==> config.mk <==
export PLATFORM = sky130hd
export DESIGN_NAME = hazard_ctrl
export DESIGN_NICKNAME = d
export VERILOG_FILES = /design/src/rtl/hazard_ctrl.sv
export SDC_FILE = /design/constraint.sdc
export NUM_CORES = 1
export LEC_CHECK = 0
export BUFFER_PORTS_ARGS = -buffer_cell sky130_fd_sc_hd__buf_2
export CORE_MARGIN = 5
export CORE_UTILIZATION = 45
export CTS_CLUSTER_DIAMETER = 120
export DETAILED_ROUTE_END_ITERATION = 8
export HOLD_SLACK_MARGIN = 0.05
export PLACE_DENSITY = 0.78
export REMOVE_ABC_BUFFERS = 1
export SLEW_MARGIN = 40
export SYNTH_ARGS = -nofsm -noshare
export SYNTH_HDL_FRONTEND = slang
export SYNTH_SLANG_ARGS = --single-unit
==> constraint.sdc <==
create_clock -name clk -period 3.2 [get_ports clk]
set_input_delay 0.48 -clock clk [delete_from_list [all_inputs] [get_ports clk]]
set_output_delay 0.48 -clock clk [all_outputs]
set_load 0.02 [all_outputs]
==> src/rtl/hazard_ctrl.sv <==
// Hazard and sequencing control for the 5-stage RV32 pipe: stall/flush generation,
// EX forwarding selects, memory-wait FSM with watchdog, and saturating perf counters.
module hazard_ctrl #(
  parameter int CNT_W   = 16,
  parameter int TIMEOUT = 64
) (
  input  logic             clk,
  input  logic             rst,
  input  logic [4:0]       Rs1D,
  input  logic [4:0]       Rs2D,
  input  logic [4:0]       Rs1E,
  input  logic [4:0]       Rs2E,
  input  logic [4:0]       RdE,
  input  logic [1:0]       ResultSrcE,
  input  logic             RegWriteE,
  input  logic             PCSrcE,
  input  logic [4:0]       RdM,
  input  logic             RegWriteM,
  input  logic             MemReqM,
  input  logic             MemReadyM,
  input  logic [4:0]       RdW,
  input  logic             RegWriteW,
  output logic             StallF,
  output logic             StallD,
  output logic             StallE,
  output logic             StallM,
  output logic             FlushD,
  output logic             FlushE,
  output logic             FlushW,
  output logic [1:0]       ForwardAE,
  output logic [1:0]       ForwardBE,
  output logic             MemWait,
  output logic             MemTimeout,
  output logic [CNT_W-1:0] LdStallCnt,
  output logic [CNT_W-1:0] MemStallCnt,
  output logic [CNT_W-1:0] FlushCnt
);

  typedef enum logic {S_RUN, S_WAIT} state_t;

  localparam logic [11:0] TO_LIM = 12'(TIMEOUT);

  state_t           r_state, w_state_nxt;
  logic [11:0]      r_wcnt, w_wcnt_nxt;
  logic             r_timeout, w_timeout_nxt;
  logic [CNT_W-1:0] r_ld_cnt, r_mem_cnt, r_fl_cnt;
  logic             w_mem_stall, w_lw_stall, w_br_flush;

  function automatic logic [1:0] fwd_sel(input logic [4:0] rs,
                                         input logic       rw_m,
                                         input logic [4:0] rd_m,
                                         input logic       rw_w,
                                         input logic [4:0] rd_w);
    if (rw_m && (rd_m != 5'd0) && (rd_m == rs))      return 2'b10;
    else if (rw_w && (rd_w != 5'd0) && (rd_w == rs)) return 2'b01;
    else                                             return 2'b00;
  endfunction

  function automatic logic [CNT_W-1:0] sat_inc(input logic [CNT_W-1:0] v, input logic en);
    return (en && (v != {CNT_W{1'b1}})) ? v + 1'b1 : v;
  endfunction

  // A memory wait freezes everything, so it masks the load-use and branch terms.
  assign w_mem_stall = MemReqM & ~MemReadyM;
  assign w_lw_stall  = ~w_mem_stall & RegWriteE & (ResultSrcE == 2'b01) & (RdE != 5'd0) &
                       ((RdE == Rs1D) | (RdE == Rs2D));
  assign w_br_flush  = ~w_mem_stall & PCSrcE;

  assign StallF    = ~rst & (w_lw_stall | w_mem_stall);
  assign StallD    = ~rst & (w_lw_stall | w_mem_stall);
  assign StallE    = ~rst & w_mem_stall;
  assign StallM    = ~rst & w_mem_stall;
  assign FlushW    = ~rst & w_mem_stall;
  assign FlushD    = ~rst & w_br_flush;
  assign FlushE    = ~rst & (w_lw_stall | w_br_flush);
  assign ForwardAE = rst ? 2'b00 : fwd_sel(Rs1E, RegWriteM, RdM, RegWriteW, RdW);
  assign ForwardBE = rst ? 2'b00 : fwd_sel(Rs2E, RegWriteM, RdM, RegWriteW, RdW);

  assign MemWait     = (r_state == S_WAIT);
  assign MemTimeout  = r_timeout;
  assign LdStallCnt  = r_ld_cnt;
  assign MemStallCnt = r_mem_cnt;
  assign FlushCnt    = r_fl_cnt;

  always_comb begin
    w_state_nxt   = r_state;
    w_wcnt_nxt    = r_wcnt;
    w_timeout_nxt = r_timeout;
    case (r_state)
      S_RUN: begin
        if (w_mem_stall) begin
          w_state_nxt = S_WAIT;
          w_wcnt_nxt  = 12'd1;
        end
      end
      S_WAIT: begin
        if (w_mem_stall) begin
          if (r_wcnt != 12'hFFF) w_wcnt_nxt = r_wcnt + 12'd1;
          if (r_wcnt == TO_LIM)  w_timeout_nxt = 1'b1;
        end else begin
          w_state_nxt = S_RUN;
          w_wcnt_nxt  = 12'd0;
        end
      end
      default: begin
        w_state_nxt = S_RUN;
        w_wcnt_nxt  = 12'd0;
      end
    endcase
  end

  // State and counter registers
  always_ff @(posedge clk) begin
    if (rst) begin
      r_state   <= S_RUN;
      r_wcnt    <= 12'd0;
      r_timeout <= 1'b0;
      r_ld_cnt  <= '0;
      r_mem_cnt <= '0;
      r_fl_cnt  <= '0;
    end else begin
      r_state   <= w_state_nxt;
      r_wcnt    <= w_wcnt_nxt;
      r_timeout <= w_timeout_nxt;
      r_ld_cnt  <= sat_inc(r_ld_cnt, w_lw_stall);
      r_mem_cnt <= sat_inc(r_mem_cnt, w_mem_stall);
      r_fl_cnt  <= sat_inc(r_fl_cnt, w_br_flush);
    end
  end

endmodule

After elaboration in Yosys (flattened, before gate mapping) --
Index checks and enable logic that the tools add are counted.
Cells by class: add/sub/neg operators 4, multiply operators 0, divide/modulo/power cells 0, order comparisons 0, eq/ne operators 14, shifts and indexed selects 0, muxes and demuxes 11, bitwise operators 17, reduce and logical (&&, ||, !) cells 14
Operators by type and width (number):
- $add 16x1->16 const B | 3
- $ne 16x16->1 const B | 3
- $mux 12 | 3
- $eq 5x5->1 | 6
- $pmux 12 s2 | 1
- $reduce_bool 5->1 | 3
- $add 12x1->12 const B | 1
- $eq 12x7->1 const B | 1
- $ne 12x12->1 const B | 1
- $and 1x1->1 | 10
- $logic_and 1x1->1 | 9
- $mux 2 | 4
- $not 1->1 | 4
- $mux 1 | 3
- $ne 3x2->1 const B | 1
- $or 1x1->1 | 3
- $reduce_and 3->1 | 1
- $eq 2x1->1 const B | 1
- $ne 2x2->1 const B | 1
- $reduce_and 2->1 | 1
Storage, ports and cells: flip-flop bits (word level) 62, bits in latches 0, memory bits (writable) 0, memory bits (read-only) 0, bits of input ports 45, output and inout port bits 61, logic and storage cells 66, memories 0

Logic depth before layout (Yosys ltp) --
depth after elaboration 9, gate-level depth with buffers 7, depth with buffers taken out 6

Least setup slack after synthesis --
OpenSTA, ideal clock, no wires.
path type input port to output port, start point in RdM[1], end point out ForwardAE[0], arrival 2.118 ns, path slack 0.602 ns, stages on the path 4, path buffers 0, cell sequence or4_1 -> o21ai_0 -> nor3_1 -> nor4_1
Between the ends: longest elaborated chain between the ends 5, elaborated cells on any way between the ends 6, those cells by class 1 x eq/ne; 2 x mux; 3 x reduce/logical
Ends and longest elaborated chain:
- start: declaration | RTL line 17 | input logic [4:0] RdM,
- $reduce_bool 5->1 | RTL line 54 | if (rw_m && (rd_m != 5'd0) && (rd_m == rs)) return 2'b10;
- $logic_and 1x1->1 | RTL line 54
- $logic_and 1x1->1 (*) | RTL line 54
- $mux 2 (*) | RTL line 54
- $mux 2 (*) | RTL line 76 | assign ForwardAE = rst ? 2'b00 : fwd_sel(Rs1E, RegWriteM, RdM, RegWriteW, RdW);
- end: declaration | RTL line 30 | output logic [1:0] ForwardAE,
Mark *: on every way between the ends. The rest lies on a longest branch, timed or not.

Worst setup path after layout --
start point in RdM[1], end point out ForwardBE[0]
Between the ends: longest elaborated chain between the ends 5, elaborated cells on any way between the ends 6, those cells by class 1 x eq/ne; 2 x mux; 3 x reduce/logical
Ends and longest elaborated chain:
- $reduce_bool 5->1 | RTL line 54
- $logic_and 1x1->1 | RTL line 54
- $logic_and 1x1->1 (*) | RTL line 54
- $mux 2 (*) | RTL line 54
- $mux 2 (*) | RTL line 77 | assign ForwardBE = rst ? 2'b00 : fwd_sel(Rs2E, RegWriteM, RdM, RegWriteW, RdW);
- end: declaration | RTL line 31 | output logic [1:0] ForwardBE,
Marks and branches as above.

==> reports/qor_table.md <==
| Stage | Result | Value |
|---|---|---|
| cts | Clock Sink Count | 62 |
| routing | Antenna Violating Nets Remaining | 0 |
| power and ir drop | Tot Pwr | 1.57 mW |
| grt | Via count of the first global-routing pass | 3576 |
| floorplan | Die height | 99.5 um |
| cts | CTS Hold Buffers Added | 0 |
| power and ir drop | Worst IR Drop VDD | 0.155 mV |
| timing | Final critical delay including setup and external delays | 2630 ps |
| critical path | Critical path's largest stage delay | 510 ps |
| logic synthesis | Synth Flop Type | dfxtp_1 |
| place | RePlAce Congestion | 0.887 |
| logic synthesis | Top cells by area in the synthesized netlist | dfxtp_1 34%, xnor2_1 9.7%, nor2_1 4.6% |
| layout | Area growth from synthesis to final layout | 21.1% |
| critical path | Critical Path Stages | 6 |
| floorplan | FP Rows | 32 |
| power and ir drop | Proportion of power drawn by flip-flops and latches | 0.501 |
| cts | Setup bufs post-CTS | 0 |
| power and ir drop | Clock network power share | 0.394 |
| cts | PostCTS Resize Cnt | 0 |
| timing | Peak Freq | 0.380 GHz |
| logic synthesis | Synth Register Bits | 62 |
| logic synthesis | Share of Yosys cell area claimed by the top area cell type | 0.344 |
| timing | Share of the clock period used by the worst path after layout | 0.823 |
| timing | RSZ-0062 raised after global routing | no |
| floorplan | IO Count | 106 |
| run status | Run status | finished, final reports clean |
| critical path | Data arrival time of the critical path | 2150 ps |
| place | IO Port Bufs | 105 |
| critical path | CP cell instances | buf_2 > or4_1 > o21ai_0 > nor3_1 > nor4_1 > buf_2 |
| logic synthesis | Largest area contributor in the netlist | dfxtp_1 |
| timing | Slew at the pin closest to its max-slew limit | 779 ps |
| critical path | Crit path required time | 2720 ps |
| critical path | Element type at the critical path start | primary input |
| layout | Area occupied by multi-input gates | 2260 sq um |
| layout | Layout cells sized above 1 | 0.255 |
| layout | Antenna diodes | 0 |
| critical path | Cell type with the highest occurrence count on the critical path | buf_2 |
| layout | Commonest non-fill, non-tap cell in the layout | buf_2 |
| cts | CTS Buffer Depth | 2 |
| critical path | Crit-path max FO | 4 |
| cts | Level count of the clock H-tree | 3 |
| power and ir drop | Static Leakage | 1.63 nW |
| power and ir drop | Total power per unit cell area | 358 nW/um^2 |
| logic synthesis | Synth Warn # | 0 |
| timing | Worst slew margin relative to its limit | 0.480 |
| routing | Final WL | 9310 um |
| logic synthesis | Number of instances in the synthesized netlist | 441 |
| routing | DRC violations left | 0 |
| logic synthesis | Number of enable-type register cells in the synthesized netlist | 0 |
| logic synthesis | Sequential cell area fraction in the yosys report | 0.344 |
| routing | 1st-iter DRT viols | 170 |
| grt | Maximum number of pins on one net before global-route repair | 74 |
| power and ir drop | Sw Pwr | 0.425 mW |
| layout | Fillcell total | 731 |
| cts | Clock tree from TritonCTS | built |
| logic synthesis | Mapped cell area | 3610 sq um |
| routing | Via count normalized by instance count | 5.75 |
| power and ir drop | Internal Power | 1.14 mW |
| timing | Worst clock skew | 11.8 ps |
| grt | Number of antenna violations at the first check in global routing | 0 |
| critical path | Number of cells on the worst reg-to-reg path | 5 |
| grt | Overflow left after global routing | 0 |
| logic synthesis | Count of distinct cell types in the synthesized netlist | 57 |
| timing | Count of endpoints failing hold in the final timing report | 0 |
| cts | Clock root buffer | clkbuf_8 |
| hold path | Worst hold path stage count | 2 |
| floorplan | Placeable Area | 7770 sq um |
| routing | TritonRoute pass-1 iters | 4 |
| critical path | Worst setup EP type | output port |
| power and ir drop | Combinational group share of total power | 0.106 |
| floorplan | Starting Density | 0.464 |
| cts | Clock transition at the register clock pins on the worst setup and hold paths after CTS | 70 ps |
| timing | Count of final setup violators | 0 |
| hold path | Min-Delay Path Class | register to register |
| layout | Sequential cell area in the final layout | 1240 sq um |
| grt | First-pass GRT wire length | 16000 um |
| grt | Overall routing resource usage | 0.190 |
| timing | Sum of negative setup slack | 0 ps |
| logic synthesis | Per-instance average area after synthesis | 8.18 sq um |
| cts | Number of clock buffers inserted by TritonCTS | 9 |
| routing | Routed wire per std cell | 14.4 um |
| timing | Max Slew Vio Count | 0 |
| cts | Skew-Pair Late Insertion Delay | 350 ps |
| critical path | Cell with the largest stage delay on the worst path | or4_1 |
| critical path | Crit path buf inv count | 2 |
| critical path | Kind of critical path | primary input to output port |
| flow run | Number of maximum-capacitance constraint violations | 0 |
| layout | Cell area after layout | 4370 sq um |
| place | Standard cell area after detailed placement | 4180 sq um |
| floorplan | Die Footprint | 9900 sq um |
| place | DP HPWL | 6910 um |
| floorplan | Horizontal die dimension | 99.5 um |
| critical path | Gate family responsible for the most delay along the worst path | simple AND/OR/NAND/NOR gates |
| logic synthesis | Async S/R FF share, synth | 0 |
| layout | Commonest cells after routing, fill and taps aside | 105 x buf_2, 62 x dfxtp_1, 44 x nor2_1 |
| routing | Total number of vias | 3720 |
| power and ir drop | Switching Fraction | 0.271 |
| layout | Number of nets in the finished design | 590 |
Yosys cell counts (all sizes together), types with 6 or more instances:
library cell and count:
nand3 20, xnor2 40, a21oi 32, nand4 16, nand2 31, and4 10
nor3 21, nor2b 7, clkbuf 6, or3 12, and3 10, or4 7
nor2 44, buf 13, nor4 13, xor2 11, a311oi 6, dfxtp 62
o21ai 24
kinds of logic (layout without fill, tap and decap cells):
group	Yosys count	after routing	synth area share
xor+xnor	51	51	0.124
mux	5	5	0.0153
buf+inv	24	128	0.0316
compound gates	84	84	0.147
fa+ha+maj	5	5	0.0173
flops	62	62	0.344
simple gates	210	210	0.320
worst register-to-register path, cell delays in order (launching register included):
cell	delay (ps)
dfxtp_1	420
and3b_1	470
nand4_1	200
o21ai_0	620
o21ai_0	210
a21oi_1	150
path summary, 6_finish.rpt:
path                  endpoint  slack [ps]       start
hold reg to reg     MemTimeout         470  MemTimeout
hold / removal      MemTimeout         470  MemTimeout
setup reg to reg    r_wcnt[11]        1070     MemWait
setup / recovery  ForwardBE[0]         570      RdM[1]
per-layer routing:
| layer | wire, um | vias up | GRT usage |
|---|---|---|---|
| met5 | 0 | - | 0 |
| met4 | 114 | 0 | 0.0504 |
| met3 | 723 | 14 | 0.0596 |
| met2 | 4540 | 124 | 0.329 |
| met1 | 3930 | 1758 | 0.229 |
| li1 | - | 1824 | - |
final cells by class:
cell class,count,share of cell area
Tap cell,102,0.0292
Timing Repair Buffer,107,0.124
Clock buffer,10,0.0315
Inverter,5,0.00430
Multi-Input combinational cell,355,0.518
Clock inverter,6,0.00859
Sequential cell,62,0.284
stage by stage:
stage / hold WS, ps / util / std cells / worst slack [ps]
after floorplan: 465 / - / 422 / 602
after global placement: 457 / 0.538 / 631 / 645
after detailed placement: 461 / 0.538 / 631 / 567
after CTS: 480 / 0.561 / 647 / 571
after global routing: 515 / 0.562 / 647 / 373
final: 475 / 0.562 / 647 / 567
flip-flops by register name (all words and copies together), names as in the netlist:
register,flops
FlushCnt,16
MemStallCnt,16
r_wcnt,12
MemWait,1
MemTimeout,1
LdStallCnt,16
power groups by stage:
| stage | Combinational, mW | Clock (mW) | Sequential, mW |
|---|---|---|---|
| after floorplan | 0.0788 | 0 | 0.806 |
| after global placement | 0.160 | 0 | 0.801 |
| after detailed placement | 0.166 | 0 | 0.801 |
| after CTS | 0.166 | 0.635 | 0.784 |
| after global routing | 0.185 | 0.670 | 0.784 |
| final | 0.166 | 0.616 | 0.784 |
Note: power is estimated with default switching activity, not from simulation.
